[config.mk]
export PLATFORM = sky130hd
export DESIGN_NAME = brick_field
export DESIGN_NICKNAME = d
export VERILOG_FILES = /design/src/rtl/brick_field.sv
export SDC_FILE = /design/constraint.sdc
export NUM_CORES = 1
export LEC_CHECK = 0
export BUFFER_PORTS_ARGS = -buffer_cell sky130_fd_sc_hd__clkbuf_2
export CAP_MARGIN = 20
export CORE_AREA = 2 2 543 545
export CTS_CLUSTER_DIAMETER = 60
export DETAILED_ROUTE_END_ITERATION = 12
export DIE_AREA = 0 0 545 547
export GPL_ROUTABILITY_DRIVEN = 0
export HOLD_SLACK_MARGIN = 0.1
export PLACE_DENSITY = 0.3
export SLEW_MARGIN = 5
export SYNTH_ARGS = -nofsm -noshare
export SYNTH_HDL_FRONTEND = slang
export SYNTH_SLANG_ARGS = --single-unit
[constraint.sdc]
create_clock -name frame_clk -period 3.4 [get_ports frame_clk]
set_clock_uncertainty 0.1 [all_clocks]
set_input_delay 0.34 -clock frame_clk [delete_from_list [all_inputs] [get_ports frame_clk]]
set_output_delay 0.34 -clock frame_clk [all_outputs]
set_load 0.02 [all_outputs]
[src/rtl/brick_field.sv]
`default_nettype none
// brick_field: 4x10 brick map fed by ball break events, with score, bricks-left and timed refill.
// Optional macro BRICK_HP_EN makes row-0 bricks two-hit (per-brick 2-bit hit points).
module brick_field #(
  parameter int ROWS            = 4,
  parameter int COLS            = 10,
  parameter int SCORE_PER_BRICK = 10,
  parameter int REFILL_DELAY    = 30
) (
  input  logic        frame_clk,
  input  logic        Reset,
  input  logic [7:0]  key,
  input  logic        Brick_Broke,
  input  int          BreakX,
  input  int          BreakY,
  output int          Bricks [ROWS][COLS],
  output logic [5:0]  bricks_left,
  output logic [15:0] score,
  output logic        field_clear
);

  localparam logic [7:0]  RESTART_KEY = 8'h15;
  localparam logic [5:0]  FULL_COUNT  = 6'(ROWS * COLS);
  localparam logic [5:0]  ROW_COUNT   = 6'(COLS);
  localparam int          DW          = (REFILL_DELAY > 1) ? $clog2(REFILL_DELAY) : 1;
  localparam int          PW          = (ROWS > 1) ? $clog2(ROWS) : 1;
  localparam logic [DW-1:0] DELAY_LAST = DW'(REFILL_DELAY - 1);
  localparam logic [PW-1:0] TOP_ROW    = PW'(ROWS - 1);
  localparam logic [16:0] ADD_ONE     = 17'(SCORE_PER_BRICK);
  localparam logic [16:0] ADD_TWO     = 17'(2 * SCORE_PER_BRICK);

  typedef enum logic [1:0] {
    PLAY       = 2'd0,
    CLEAR_WAIT = 2'd1,
    REFILL     = 2'd2
  } state_t;

  typedef logic [ROWS-1:0][COLS-1:0] map_t;

  state_t          state_q, state_d;
  map_t            map_q, map_d;
  logic [5:0]      left_q, left_d;
  logic [15:0]     score_q, score_d;
  logic [DW-1:0]   cnt_q, cnt_d;
  logic [PW-1:0]   ptr_q, ptr_d;

  map_t            hit_mask;
  logic            hit;
  logic            dent;
  logic [16:0]     add;
  logic [16:0]     score_sum;
  logic [15:0]     score_sat;

`ifdef BRICK_HP_EN
  typedef logic [ROWS-1:0][COLS-1:0][1:0] hp_t;

  function automatic hp_t hp_full();
    hp_t v;
    for (int r = 0; r < ROWS; r++) begin
      for (int c = 0; c < COLS; c++) begin
        v[r][c] = (r == 0) ? 2'd2 : 2'd1;
      end
    end
    return v;
  endfunction

  localparam hp_t HP_FULL = hp_full();

  hp_t        hp_q, hp_d;
  logic [1:0] hit_hp;
`endif

  // Decode the break coordinate; out-of-range indices match no brick, so hit stays 0.
  always_comb begin
    hit_mask = '0;
    hit      = 1'b0;
`ifdef BRICK_HP_EN
    hit_hp   = 2'd0;
`endif
    for (int r = 0; r < ROWS; r++) begin
      for (int c = 0; c < COLS; c++) begin
        if (BreakX == r && BreakY == c) begin
          hit_mask[r][c] = 1'b1;
          hit            = map_q[r][c];
`ifdef BRICK_HP_EN
          hit_hp         = hp_q[r][c];
`endif
        end
      end
    end
  end

`ifdef BRICK_HP_EN
  assign dent = (hit_hp == 2'd2);
  assign add  = (BreakX == 0) ? ADD_TWO : ADD_ONE;
`else
  assign dent = 1'b0;
  assign add  = ADD_ONE;
`endif

  assign score_sum = {1'b0, score_q} + add;
  assign score_sat = score_sum[16] ? 16'hFFFF : score_sum[15:0];

  always_comb begin
    state_d = state_q;
    map_d   = map_q;
    left_d  = left_q;
    score_d = score_q;
    cnt_d   = cnt_q;
    ptr_d   = ptr_q;
`ifdef BRICK_HP_EN
    hp_d    = hp_q;
`endif
    if (key == RESTART_KEY) begin
      state_d = PLAY;
      map_d   = '1;
      left_d  = FULL_COUNT;
      score_d = '0;
      cnt_d   = '0;
      ptr_d   = '0;
`ifdef BRICK_HP_EN
      hp_d    = HP_FULL;
`endif
    end else begin
      case (state_q)
        PLAY: begin
          if (Brick_Broke && hit) begin
            if (dent) begin
`ifdef BRICK_HP_EN
              for (int r = 0; r < ROWS; r++) begin
                for (int c = 0; c < COLS; c++) begin
                  if (hit_mask[r][c]) hp_d[r][c] = 2'd1;
                end
              end
`endif
            end else begin
              map_d   = map_q & ~hit_mask;
              left_d  = left_q - 6'd1;
              score_d = score_sat;
              if (left_q == 6'd1) begin
                state_d = CLEAR_WAIT;
                cnt_d   = '0;
              end
            end
          end
        end
        CLEAR_WAIT: begin
          if (cnt_q == DELAY_LAST) begin
            state_d = REFILL;
            ptr_d   = TOP_ROW;
          end else begin
            cnt_d = cnt_q + 1'b1;
          end
        end
        REFILL: begin
          map_d[ptr_q] = '1;
          left_d       = left_q + ROW_COUNT;
`ifdef BRICK_HP_EN
          hp_d[ptr_q]  = HP_FULL[ptr_q];
`endif
          if (ptr_q == '0) begin
            state_d = PLAY;
          end else begin
            ptr_d = ptr_q - 1'b1;
          end
        end
        default: state_d = PLAY;
      endcase
    end
  end

  always_ff @(posedge frame_clk or posedge Reset) begin
    if (Reset) begin
      state_q <= PLAY;
      map_q   <= '1;
      left_q  <= FULL_COUNT;
      score_q <= '0;
      cnt_q   <= '0;
      ptr_q   <= '0;
`ifdef BRICK_HP_EN
      hp_q    <= HP_FULL;
`endif
    end else begin
      state_q <= state_d;
      map_q   <= map_d;
      left_q  <= left_d;
      score_q <= score_d;
      cnt_q   <= cnt_d;
      ptr_q   <= ptr_d;
`ifdef BRICK_HP_EN
      hp_q    <= hp_d;
`endif
    end
  end

  generate
    for (genvar gr = 0; gr < ROWS; gr++) begin : g_row
      for (genvar gc = 0; gc < COLS; gc++) begin : g_col
        assign Bricks[gr][gc] = int'(map_q[gr][gc]);
      end
    end
  endgenerate

  assign bricks_left = left_q;
  assign score       = score_q;
  assign field_clear = (state_q != PLAY);

endmodule
`default_nettype wire

==> results of run 1 <==
-- metrics by stage --
stage	std cells	util (%)	power [mW]	area, sq um
after floorplan	3021	-	3.302	18640
after global placement	5905	5.319	2.386	15560
after detailed placement	5905	5.319	2.386	15560
after CTS	5922	5.440	3.439	15920
after global routing	5923	5.451	3.622	15950
final	5923	5.451	3.400	15950
-- final cells by class --
cell class	count	area (sq um)	area share, %
well taps	3919	4903	30.75
repair buffers	229	1458	9.140
diodes	1	2.502	0.01569
flip-flops and latches	71	1829	11.47
clock buffers	9	225.2	1.412
clock inverters	7	61.31	0.3844
inverters	16	60.06	0.3766
multi-input cells	1671	7408	46.45
-- registers in the layout, indices dropped and copies added (netlist names) --
register	cells
Bricks	40
score	16
cnt_q	5
ptr_q	2
bricks_left	6
state_q	2
-- timing repair --
item	in CTS	in global routing
endpoints found under the hold margin	28	0
endpoints found under the setup margin	41	43
pin swaps	1	1
hold buffers	1	0
resized for setup	10	4
-- report_power, final --
| group | switching (mW) | internal, mW |
|---|---|---|
| combinational | 1.40 | 0.121 |
| clock | 0.487 | 0.508 |
| sequential | 0.0223 | 0.864 |
| total | 1.91 | 1.49 |
-- how the worst max path moves through the flow --
stage,to,slack (ps),cells after the start
2_1_floorplan,score[13],460,10
3_3_place_gp,bricks_left[1],-950,13
3_5_place_dp,bricks_left[1],-860,13
4_1_cts,bricks_left[1],3,13
5_1_grt,score[14],20,13
6_report,score[14],170,13
-- layout by cell type, fill, tap and decap left out, drive strengths merged, types with 4 or more instances in the layout --
cell type	Yosys	final
nor3	4	4
nor2b	9	9
and3	10	10
inv	16	20
or4	4	4
o22ai	6	6
dfrtp	29	29
dfstp	42	42
a21oi	58	58
and2	6	6
o21ai	31	31
nand3	21	21
a22o	13	13
o21a	5	5
nand2	42	42
a211oi	4	4
buf	1253	91
o211ai	5	5
nor4	19	19
a21o	13	13
nand2b	5	5
a31oi	5	5
nor2	84	84
conb	1	1240
nand3b	4	4
mux2i	7	7
ha	12	12
or2	5	5
nand4	10	10
clkbuf	10	146
-- cell families after synthesis --
group	count (synthesis)	synth area share (%)
multiplexers	7	0.5008
buffers and inverters	1279	67.84
AO/OA/AOI/OAI	174	8.317
adder cells (fa/ha/maj)	12	1.073
AND/OR/NAND/NOR	237	9.104
other	1	0.02680
flip-flops	71	13.07
XOR/XNOR	1	0.06261
-- routing by layer --
| metal | part of all wire [%] | vias to the layer above | GRT usage [%] |
|---|---|---|---|
| met2 | 59 | 881 | 5.415 |
| met1 | 31 | 3824 | 2.423 |
| met3 | 8.3 | 37 | 0.4527 |
| met5 | 0 | - | 0 |
| met4 | 2.1 | 0 | 1.027 |
| li1 | - | 3678 | - |
-- tightest hold or removal path, cell delays in order (launching register included) --
cell	delay, ps
dfstp_2	380
nor2_1	90
a21oi_1	40
==> flow_metrics.env, run 1 <==
export IMPL_max_stage_delay_ps=530
export IMPL_cts_tree="built"
export IMPL_dpl_hpwl_um=38380
export IMPL_arrival_ps=3440
export IMPL_grt_antenna_before_repair=10
export IMPL_cap_violations=0
export IMPL_num_vias=8420
export IMPL_clkSlewWorstSetupHoldPaths_ps=70
export IMPL_clock_latency_ps=400
export IMPL_cp_max_fo=29
export IMPL_cts_buffers=9
export IMPL_wl_per_cell_um=7.220
export IMPL_nets=2085
export IMPL_syn_inst=1782
export IMPL_status="finished, final reports clean"
export IMPL_synth_top_cell_by_area="buf_4"
export IMPL_min_to="Bricks[1120]"
export IMPL_grt_max_degree=42
export IMPL_path_class="in2reg"
export IMPL_rsz0062_at_grt="false"
export IMPL_root_buffer="clkbuf_16"
export IMPL_clockBufferDepth=2
export IMPL_end_kind="flop"
export IMPL_start_kind="primary input"
export IMPL_crit_family="compound AO/OA/AOI/OAI gates"
export IMPL_hold_depth=2
export IMPL_async_reset_ff_share_pct=100.0
export IMPL_ys_types=73
export IMPL_fin_crit_sh_pct=94.99
export IMPL_gr_usage_all_layers_pct=2.600
export IMPL_period_needed_ps=3230
export IMPL_netlist_area_leader_share_pct=66.64
export IMPL_syn_to_final_growth_pct=13.99
export IMPL_critical_path_most_common_cell="buf_12"
export IMPL_worstPathCellList="clkbuf_2, nor4_2, nand4_4, buf_12, or4_4, a311oi_2, o22ai_1, buf_4, a31o_1, a41oi_4, buf_12, a41oi_1, a21oi_1"
export IMPL_crit_slowest_cell="or4_4"
export IMPL_max_slew_margin_pct=42.50
export IMPL_yosys_register_bits=71
export IMPL_crit_start="BreakX[25]"
export IMPL_synth_warning_count=0
export IMPL_r2r_worst_path_cells=15
export IMPL_antenna_left=0
export IMPL_ir_drop_mv=0.2217
export IMPL_grt_pass1_wl_um=51890
export IMPL_dp_slack_ps=-860.7
export IMPL_die_w_um=545
export IMPL_routed_via_density=1.422
export IMPL_syn_area_per_cell_sq_um=7.851
export IMPL_worst_hold_slack_ps=414.7
export IMPL_rows=199
export IMPL_final_setup_viol_count=0
export IMPL_initial_core_util_pct=4.782
export IMPL_reg2reg_from="Bricks[160]"
export IMPL_regToRegSetupSlack_ps=210
export IMPL_setup_tns_ps=0
export IMPL_clock_fmax_ghz=0.3096
export IMPL_post_cts_buffers=0
export IMPL_htreeDepth=3
export IMPL_coreArea_sq_um=292600
export IMPL_port_buffers=137
export IMPL_n_fill_cell=34690
export IMPL_cp_required_ps=3610
export IMPL_slew_viol_final=0
export IMPL_p_leak_nw=7.066
export IMPL_timing_critical_path_buf_inv=4
export IMPL_hp_class="reg2reg"
export IMPL_power_density_nw_per_um2=213.2
export IMPL_drtIter0Drc=198
export IMPL_ios=1378
export IMPL_chipHeight_um=547
export IMPL_min_from="Bricks[1120]"
export IMPL_drive_above_1_share_pct=16.18
export IMPL_synthTopCellsByCount="1,242 x buf_4, 84 x nor2_1, 57 x a21oi_1, 42 x dfstp_2, 42 x nand2_1"
export IMPL_synth_area_sq_um=13990
export IMPL_dr_pass1_iters=4
export IMPL_hold_viol=0
export IMPL_synth_most_common_cell="buf_4"
export IMPL_worst_pin_slew_ps=862.6
export IMPL_grt_ovfl_total=0
export IMPL_wirelength_um=42770
export IMPL_rr_endpoint="score[12]"
export IMPL_ys_top_cells_by_area="buf_4 67%, dfstp_2 7.9%, dfrtp_1 5.2%, nor2_1 2.3%, a21oi_1 2.0%"
export IMPL_die_area_sq_um=298100
export IMPL_drc=0
export IMPL_yosysSeqAreaShare_pct=13.07
export IMPL_synth_ff_type="dfstp_2"
export IMPL_synth_edf_count=0
export IMPL_worst_slack_ps=170.2
export IMPL_grt_pass1_vias=6056
export IMPL_cts_sinks=71
No activity file was read; power rests on OpenSTA's default activity.
==> inputs of run 2 (changes only) <==
==> constraint.sdc (replaced) <==
create_clock -name frame_clk -period 3.4 [get_ports frame_clk]
set_clock_uncertainty 0.1 [all_clocks]
set_input_delay 0.85 -clock frame_clk [delete_from_list [all_inputs] [get_ports frame_clk]]
set_output_delay 0.85 -clock frame_clk [all_outputs]
set_load 0.02 [all_outputs]
==> run 2 against run 1 <==
Effect of this change: the flow now finishes with violations (negative setup slack); total power grew 1.3%; utilization rose by 0.16 points; via count up 0.53%; hold slack better by 11 ps; critical path type unchanged; largest cell class unchanged.
==> flow_metrics.env, run 2 (synthesis gave the netlist of run 1 again) <==
export IMPL_power_density_nw_per_um2=209.8
export IMPL_switching_share_pct=56.20
export IMPL_final_setup_viol_count=67
export IMPL_grt_pass1_vias=6067
export IMPL_status="finished with violations"
export IMPL_dpl_hpwl_um=37510
export IMPL_timing_critical_path_buf_inv=4
export IMPL_intPower_mw=1.508
export IMPL_clock_fmax_ghz=0.2695
export IMPL_num_vias=8465
export IMPL_drtIter0Drc=276
export IMPL_regToRegSetupSlack_ps=430
export IMPL_p_leak_nw=7.191
export IMPL_ios=1378
export IMPL_worst_pin_slew_ps=654.8
export IMPL_clock_power_share_pct=29.5
export IMPL_reg2reg_from="Bricks[160]"
export IMPL_layout_commonest_cell="conb_1"
export IMPL_cts_tree="built"
export IMPL_min_from="Bricks[864]"
export IMPL_nets=2095
export IMPL_fin_cells=5933
export IMPL_max_stage_delay_ps=540
export IMPL_crit_slowest_cell="or4_4"
export IMPL_cp_required_ps=3570
export IMPL_cp_max_fo=14
export IMPL_gr_usage_all_layers_pct=2.567
export IMPL_crit_family="compound AO/OA/AOI/OAI gates"
export IMPL_htreeDepth=3
export IMPL_rr_endpoint="score[3]"
export IMPL_rsz0062_at_grt="true"
export IMPL_violations="negative setup slack"
export IMPL_cts_hold_buf=0
export IMPL_hold_depth=2
export IMPL_mostFrequentLayoutCells="1,240 x conb_1, 135 x clkbuf_2, 84 x buf_4"
export IMPL_grt_busiest_layer="met2"
export IMPL_start_kind="primary input"
export IMPL_path_class="in2reg"
export IMPL_end_kind="flop"
export IMPL_die_area_sq_um=298100
export IMPL_ir_drop_mv=0.2150
export IMPL_arrival_ps=3880
export IMPL_routed_via_density=1.427
export IMPL_root_buffer="clkbuf_16"
export IMPL_dp_slack_ps=-867.0
export IMPL_gr_usage_met2_pct=5.224
export IMPL_wl_per_cell_um=7.241
export IMPL_clkSlewWorstSetupHoldPaths_ps=70
export IMPL_coreArea_sq_um=292600
export IMPL_drc=0
export IMPL_clock_latency_ps=390
export IMPL_grt_pass1_wl_um=51490
export IMPL_netSwitchingPower_mw=1.935
export IMPL_hold_viol=0
export IMPL_r2r_worst_path_cells=11
export IMPL_grt_ovfl_total=0
export IMPL_worst_slack_ps=-310.7
export IMPL_worstPathCellList="buf_8, nor4_4, buf_4, nand4b_1, buf_6, or4_4, a311oi_4, o22ai_2, a311oi_2, a211oi_2, buf_12, a21o_1, a22o_1"
export IMPL_pwr_share_seq_pct=25.7
export IMPL_port_buffers=137
export IMPL_min_to="Bricks[864]"
export IMPL_max_slew_margin_pct=56.24
export IMPL_wirelength_um=42960
export IMPL_dp_cells=5907
export IMPL_cap_violations=0
export IMPL_antenna_left=0
export IMPL_power_mw=3.443
export IMPL_largest_reg_flops=40
export IMPL_dr_pass1_iters=4
export IMPL_hp_class="reg2reg"
export IMPL_clockBufferDepth=2
export IMPL_grt_max_degree=72
export IMPL_syn_to_final_growth_pct=17.28
export IMPL_rows=199
export IMPL_die_w_um=545
export IMPL_period_needed_ps=3711
export IMPL_cts_sinks=71
export IMPL_slew_viol_final=0
export IMPL_initial_core_util_pct=4.782
export IMPL_grt_util_met3_pct=0.4354
export IMPL_chipHeight_um=547
export IMPL_power_frac_comb_pct=44.8
export IMPL_fin_crit_sh_pct=109.1
export IMPL_use_met1_pct=2.577
export IMPL_drive_above_1_share_pct=19.08
export IMPL_cts_buffers=9
export IMPL_grt_antenna_before_repair=11
==> run 2: cell types whose count changed in the layout (fill, tap and decap cells not counted), sizes merged <==
| cell | before | now |
|---|---|---|
| clkinv | 1 | 0 |
| dlygate4sd3 | 1 | 0 |
| clkbuf | 146 | 147 |
| buf | 91 | 100 |
| and2 | 6 | 7 |
| inv | 20 | 21 |
==> run 2: repair_timing <==
action / in CTS / in global routing
resized for setup: 39 / 47
endpoints found under the setup margin: 68 / 68
pin swaps: 12 / 29
buffers inserted: 3 / 4
gates cloned: 3 / 2
==> run 2: worst max path at each step <==
stage	start	to	slack (ps)	cells past startpoint
after global routing	BreakX[13]	score[5]	-450	13
after detailed placement	BreakX[13]	Bricks[1248]	-870	13
after floorplan	BreakY[13]	score[13]	10	10
after global placement	BreakX[13]	Bricks[1248]	-780	13
after CTS	BreakX[13]	score[3]	-310	13
final	BreakX[13]	score[3]	-310	13
==> run 2: power groups by stage <==
stage          Combinational [mW]  Sequential [mW]  Clock (mW)
2_1_floorplan                2.40            0.903           0
3_3_place_gp                 1.50            0.899           0
3_5_place_dp                 1.50            0.899           0
4_1_cts                      1.51            0.885        1.08
5_1_grt                      1.67            0.887        1.11
6_report                     1.54            0.885        1.02
==> run 2: stage by stage <==
stage	util (%)	hold slack (ps)	cell area (sq um)	TNS (ps)
global route	5.608	459.7	16410	-23420
floorplan	-	402.3	18720	0
global placement	5.352	407.3	15660	-44680
finish	5.608	425.6	16410	-13300
CTS	5.520	423.2	16150	-12110
detailed placement	5.352	408.4	15660	-49100
==> run 2: final cells by class <==
| type | instances | area (sq um) |
|---|---|---|
| antenna | 1 | 2.502 |
| clock buffer | 9 | 225.2 |
| clock inverter | 7 | 61.31 |
| fill | 34630 | 276200 |
| inverter | 16 | 60.06 |
| multi-input combinational | 1672 | 7685 |
| sequential | 71 | 1829 |
| tap | 3919 | 4903 |
| timing repair buffer | 238 | 1642 |
==> run 2: routing by layer <==
layer | part of all wire [%] | wire, um
met5 | 0 | 0
met2 | 57 | 24600
met4 | 1.7 | 730
met1 | 33 | 14160
met3 | 8.1 | 3466
==> run 2: worst reg2reg max path, cell delays in order (launching register included) <==
cell and delay (ps):
dfstp_2 400, or3b_2 470, a21oi_1 160, o31ai_1 100
a21bo_2 240, buf_4 130, o211ai_1 230, a311oi_2 130
a211oi_2 470, buf_12 220, a21o_1 120, a22o_1 130
==> inputs of run 3 (changes only) <==
--- a/config.mk
+++ b/config.mk
@@ -5,12 +5,13 @@
 export SDC_FILE = /design/constraint.sdc
 export NUM_CORES = 1
 export LEC_CHECK = 0
+export ABC_AREA = 1
 export BUFFER_PORTS_ARGS = -buffer_cell sky130_fd_sc_hd__clkbuf_2
 export CAP_MARGIN = 20
-export CORE_AREA = 2 2 543 545
+export CORE_AREA = 2 2 544 546
 export CTS_CLUSTER_DIAMETER = 60
 export DETAILED_ROUTE_END_ITERATION = 12
-export DIE_AREA = 0 0 545 547
+export DIE_AREA = 0 0 546 548
 export GPL_ROUTABILITY_DRIVEN = 0
 export HOLD_SLACK_MARGIN = 0.1
 export PLACE_DENSITY = 0.3
==> run 3 against run 2 <==
Effect of this change: the run still ends with negative setup slack left; clock power shrank 6%; non-clock buffer count grew 64; worst setup slack lost 380 ps; cell area grew 12%; die area grew 0.37%; hold slack lost 37 ps; critical endpoint is now Bricks[416]; via count grew 23%; routed wire length grew 27%; synthesized cell count grew 22%; fmax shrank 9.3%; sequential power grew 30%.
==> flow_metrics.env, run 3 <==
export IMPL_clockBufferDepth=2
export IMPL_ios=1378
export IMPL_largest_reg_flops=40
export IMPL_slew_viol_final=0
export IMPL_cp_required_ps=3600
export IMPL_grt_ovfl_total=0
export IMPL_ys_top_cells_by_area="buf_4 61%, dfstp_2 7.2%, nand2_1 5.2%, dfrtp_1 4.8%, inv_1 3.3%"
export IMPL_dp_cells=6342
export IMPL_path_class="in2reg"
export IMPL_initial_core_util_pct=5.211
export IMPL_worst_hold_slack_ps=388.2
export IMPL_antenna_left=0
export IMPL_port_buffers=137
export IMPL_clkSlewWorstSetupHoldPaths_ps=60
export IMPL_mostFrequentLayoutCells="1,240 x conb_1, 185 x nand2_1, 135 x clkbuf_2"
export IMPL_syn_area_per_cell_sq_um=7.018
export IMPL_fin_crit_sh_pct=120.4
export IMPL_drtIter0Drc=322
export IMPL_coreArea_sq_um=293100
export IMPL_synth_edf_count=0
export IMPL_yosys_register_bits=71
export IMPL_layout_commonest_cell="conb_1"
export IMPL_multi_input_comb_area_sq_um=8474
export IMPL_cap_violations=0
export IMPL_hp_class="reg2reg"
export IMPL_async_reset_ff_share_pct=100.0
export IMPL_cts_sinks=71
export IMPL_grt_pass1_vias=8031
export IMPL_synth_ff_type="dfstp_2"
export IMPL_regToRegSetupSlack_ps=100
export IMPL_dp_slack_ps=-1419
export IMPL_crit_slowest_cell="nor4_4"
export IMPL_die_area_sq_um=299200
export IMPL_regArea_sq_um=1829
export IMPL_wirelength_um=54410
export IMPL_max_stage_delay_ps=190
export IMPL_synth_area_sq_um=15270
export IMPL_critical_path_most_common_cell="nand2_1"
export IMPL_synthTopCellsByCount="1,243 x buf_4, 211 x nand2_1, 134 x inv_1, 132 x nor2_1, 83 x o21ai_0"
export IMPL_final_core_util_pct=6.263
export IMPL_cts_tree="built"
export IMPL_routed_via_density=1.623
export IMPL_rsz0062_at_grt="true"
export IMPL_power_density_nw_per_um2=230.8
export IMPL_drive_above_1_share_pct=19.47
export IMPL_p_leak_nw=8.484
export IMPL_fin_cells=6390
export IMPL_syn_inst=2176
export IMPL_dpl_hpwl_um=46510
export IMPL_ir_drop_mv=0.1896
export IMPL_period_needed_ps=4093
export IMPL_clock_fmax_ghz=0.2443
export IMPL_dr_pass1_iters=4
export IMPL_drc=0
export IMPL_start_kind="primary input"
export IMPL_grt_pass1_wl_um=67070
export IMPL_status="finished with violations"
export IMPL_final_setup_viol_count=68
export IMPL_ys_types=48
export IMPL_r2r_worst_path_cells=31
export IMPL_end_kind="flop"
export IMPL_arrival_ps=4290
export IMPL_root_buffer="clkbuf_16"
export IMPL_nets=2552
export IMPL_gr_usage_all_layers_pct=3.252
export IMPL_clock_latency_ps=370
export IMPL_worst_slack_ps=-693.0
export IMPL_rows=199
export IMPL_grt_max_degree=72
export IMPL_syn_to_final_growth_pct=20.18
export IMPL_hold_depth=2
export IMPL_num_vias=10370
export IMPL_wl_per_cell_um=8.514
export IMPL_max_slew_margin_pct=49.93
export IMPL_yosysSeqAreaShare_pct=11.98
export IMPL_n_fill_cell=34800
export IMPL_worst_pin_slew_ps=744.6
export IMPL_synth_warning_count=0
export IMPL_power_mw=4.237
export IMPL_htreeDepth=3
export IMPL_die_w_um=546
export IMPL_cts_hold_buf=0
export IMPL_violations="negative setup slack"
export IMPL_cts_buffers=9
export IMPL_cp_max_fo=9
export IMPL_grt_antenna_before_repair=13
export IMPL_hold_viol=0
export IMPL_synth_most_common_cell="buf_4"
export IMPL_chipHeight_um=548
export IMPL_netlist_area_leader_share_pct=61.10
export IMPL_synth_top_cell_by_area="buf_4"
-- run 3: cell count changes in the layout (fill, tap and decap cells not counted), sizes merged, moves of 12 or more --
cell,previous run,this run
nand2,42,220
nor2,84,139
nand3,21,63
a22o,13,0
a21o,13,1
a21oi,58,44
buf,100,158
o21ai,31,100
inv,21,144
nor3,4,35
-- run 3: logic make-up (layout without fill, tap and decap cells) --
kind of cell	Yosys count	after routing	share of synthesized area [%]
and+or+nand+nor	489	489	14.02
adders and majority gates	12	12	0.9831
AOI/OAI and AO/OA	185	185	6.972
buffers and inverters	1406	461	65.34
DFF	71	71	11.98
xor gates and xnor gates	12	12	0.6882
other	1	1241	0.02455
-- run 3: what timing repair did --
item,CTS,global route
setup buffers,12,8
gates cloned,3,10
endpoints found under the setup margin,68,68
pin swaps,7,10
gates resized for setup,68,91
-- run 3: cell type report --
cell class	count	area share (%)
clock buffer	9	1.227
multi-input combinational	1938	46.17
tap	3919	26.72
antenna	1	0.01363
inverter	143	2.965
sequential	71	9.967
timing repair buffer	302	12.63
clock inverter	7	0.3068
-- run 3: per-layer routing --
layer | share of wire [%] | vias up | GRT usage (%)
met5 | 0.013 | - | 0
met4 | 0.80 | 2 | 0.4022
met3 | 11 | 36 | 1.169
met2 | 59 | 868 | 7.013
met1 | 30 | 4581 | 2.824
li1 | - | 4886 | -
-- run 3: final timing paths --
kind | end | startpoint
hold reg to reg | Bricks[544] | Bricks[544]
hold / removal | Bricks[544] | Bricks[544]
setup reg to reg | Bricks[672] | Bricks[1216]
min in group asynchronous | cnt_q[2] | Reset
setup / recovery | Bricks[416] | BreakX[22]
max in group asynchronous | Bricks[736] | Reset
-- run 3: through the flow --
stage | cell area [sq um] | setup TNS, ps
3_5_place_dp | 17170 | -90100
6_report | 18350 | -41310
5_1_grt | 18350 | -59070
2_1_floorplan | 19950 | -14690
4_1_cts | 17830 | -40560
3_3_place_gp | 17170 | -93200
-- run 3: worst max-delay path: cells and delay by family --
family / cells / cell delay, ps
AND/OR/NAND/NOR: 24 / 2020
buffers and inverters: 9 / 1110
AO/OA/AOI/OAI: 3 / 310
-- run 3: power by group --
group / total (mW) / internal, mW / switching (mW)
logic: 2.13 / 0.278 / 1.85
registers: 1.15 / 0.996 / 0.154
clock network: 0.958 / 0.503 / 0.455
total: 4.24 / 1.78 / 2.46
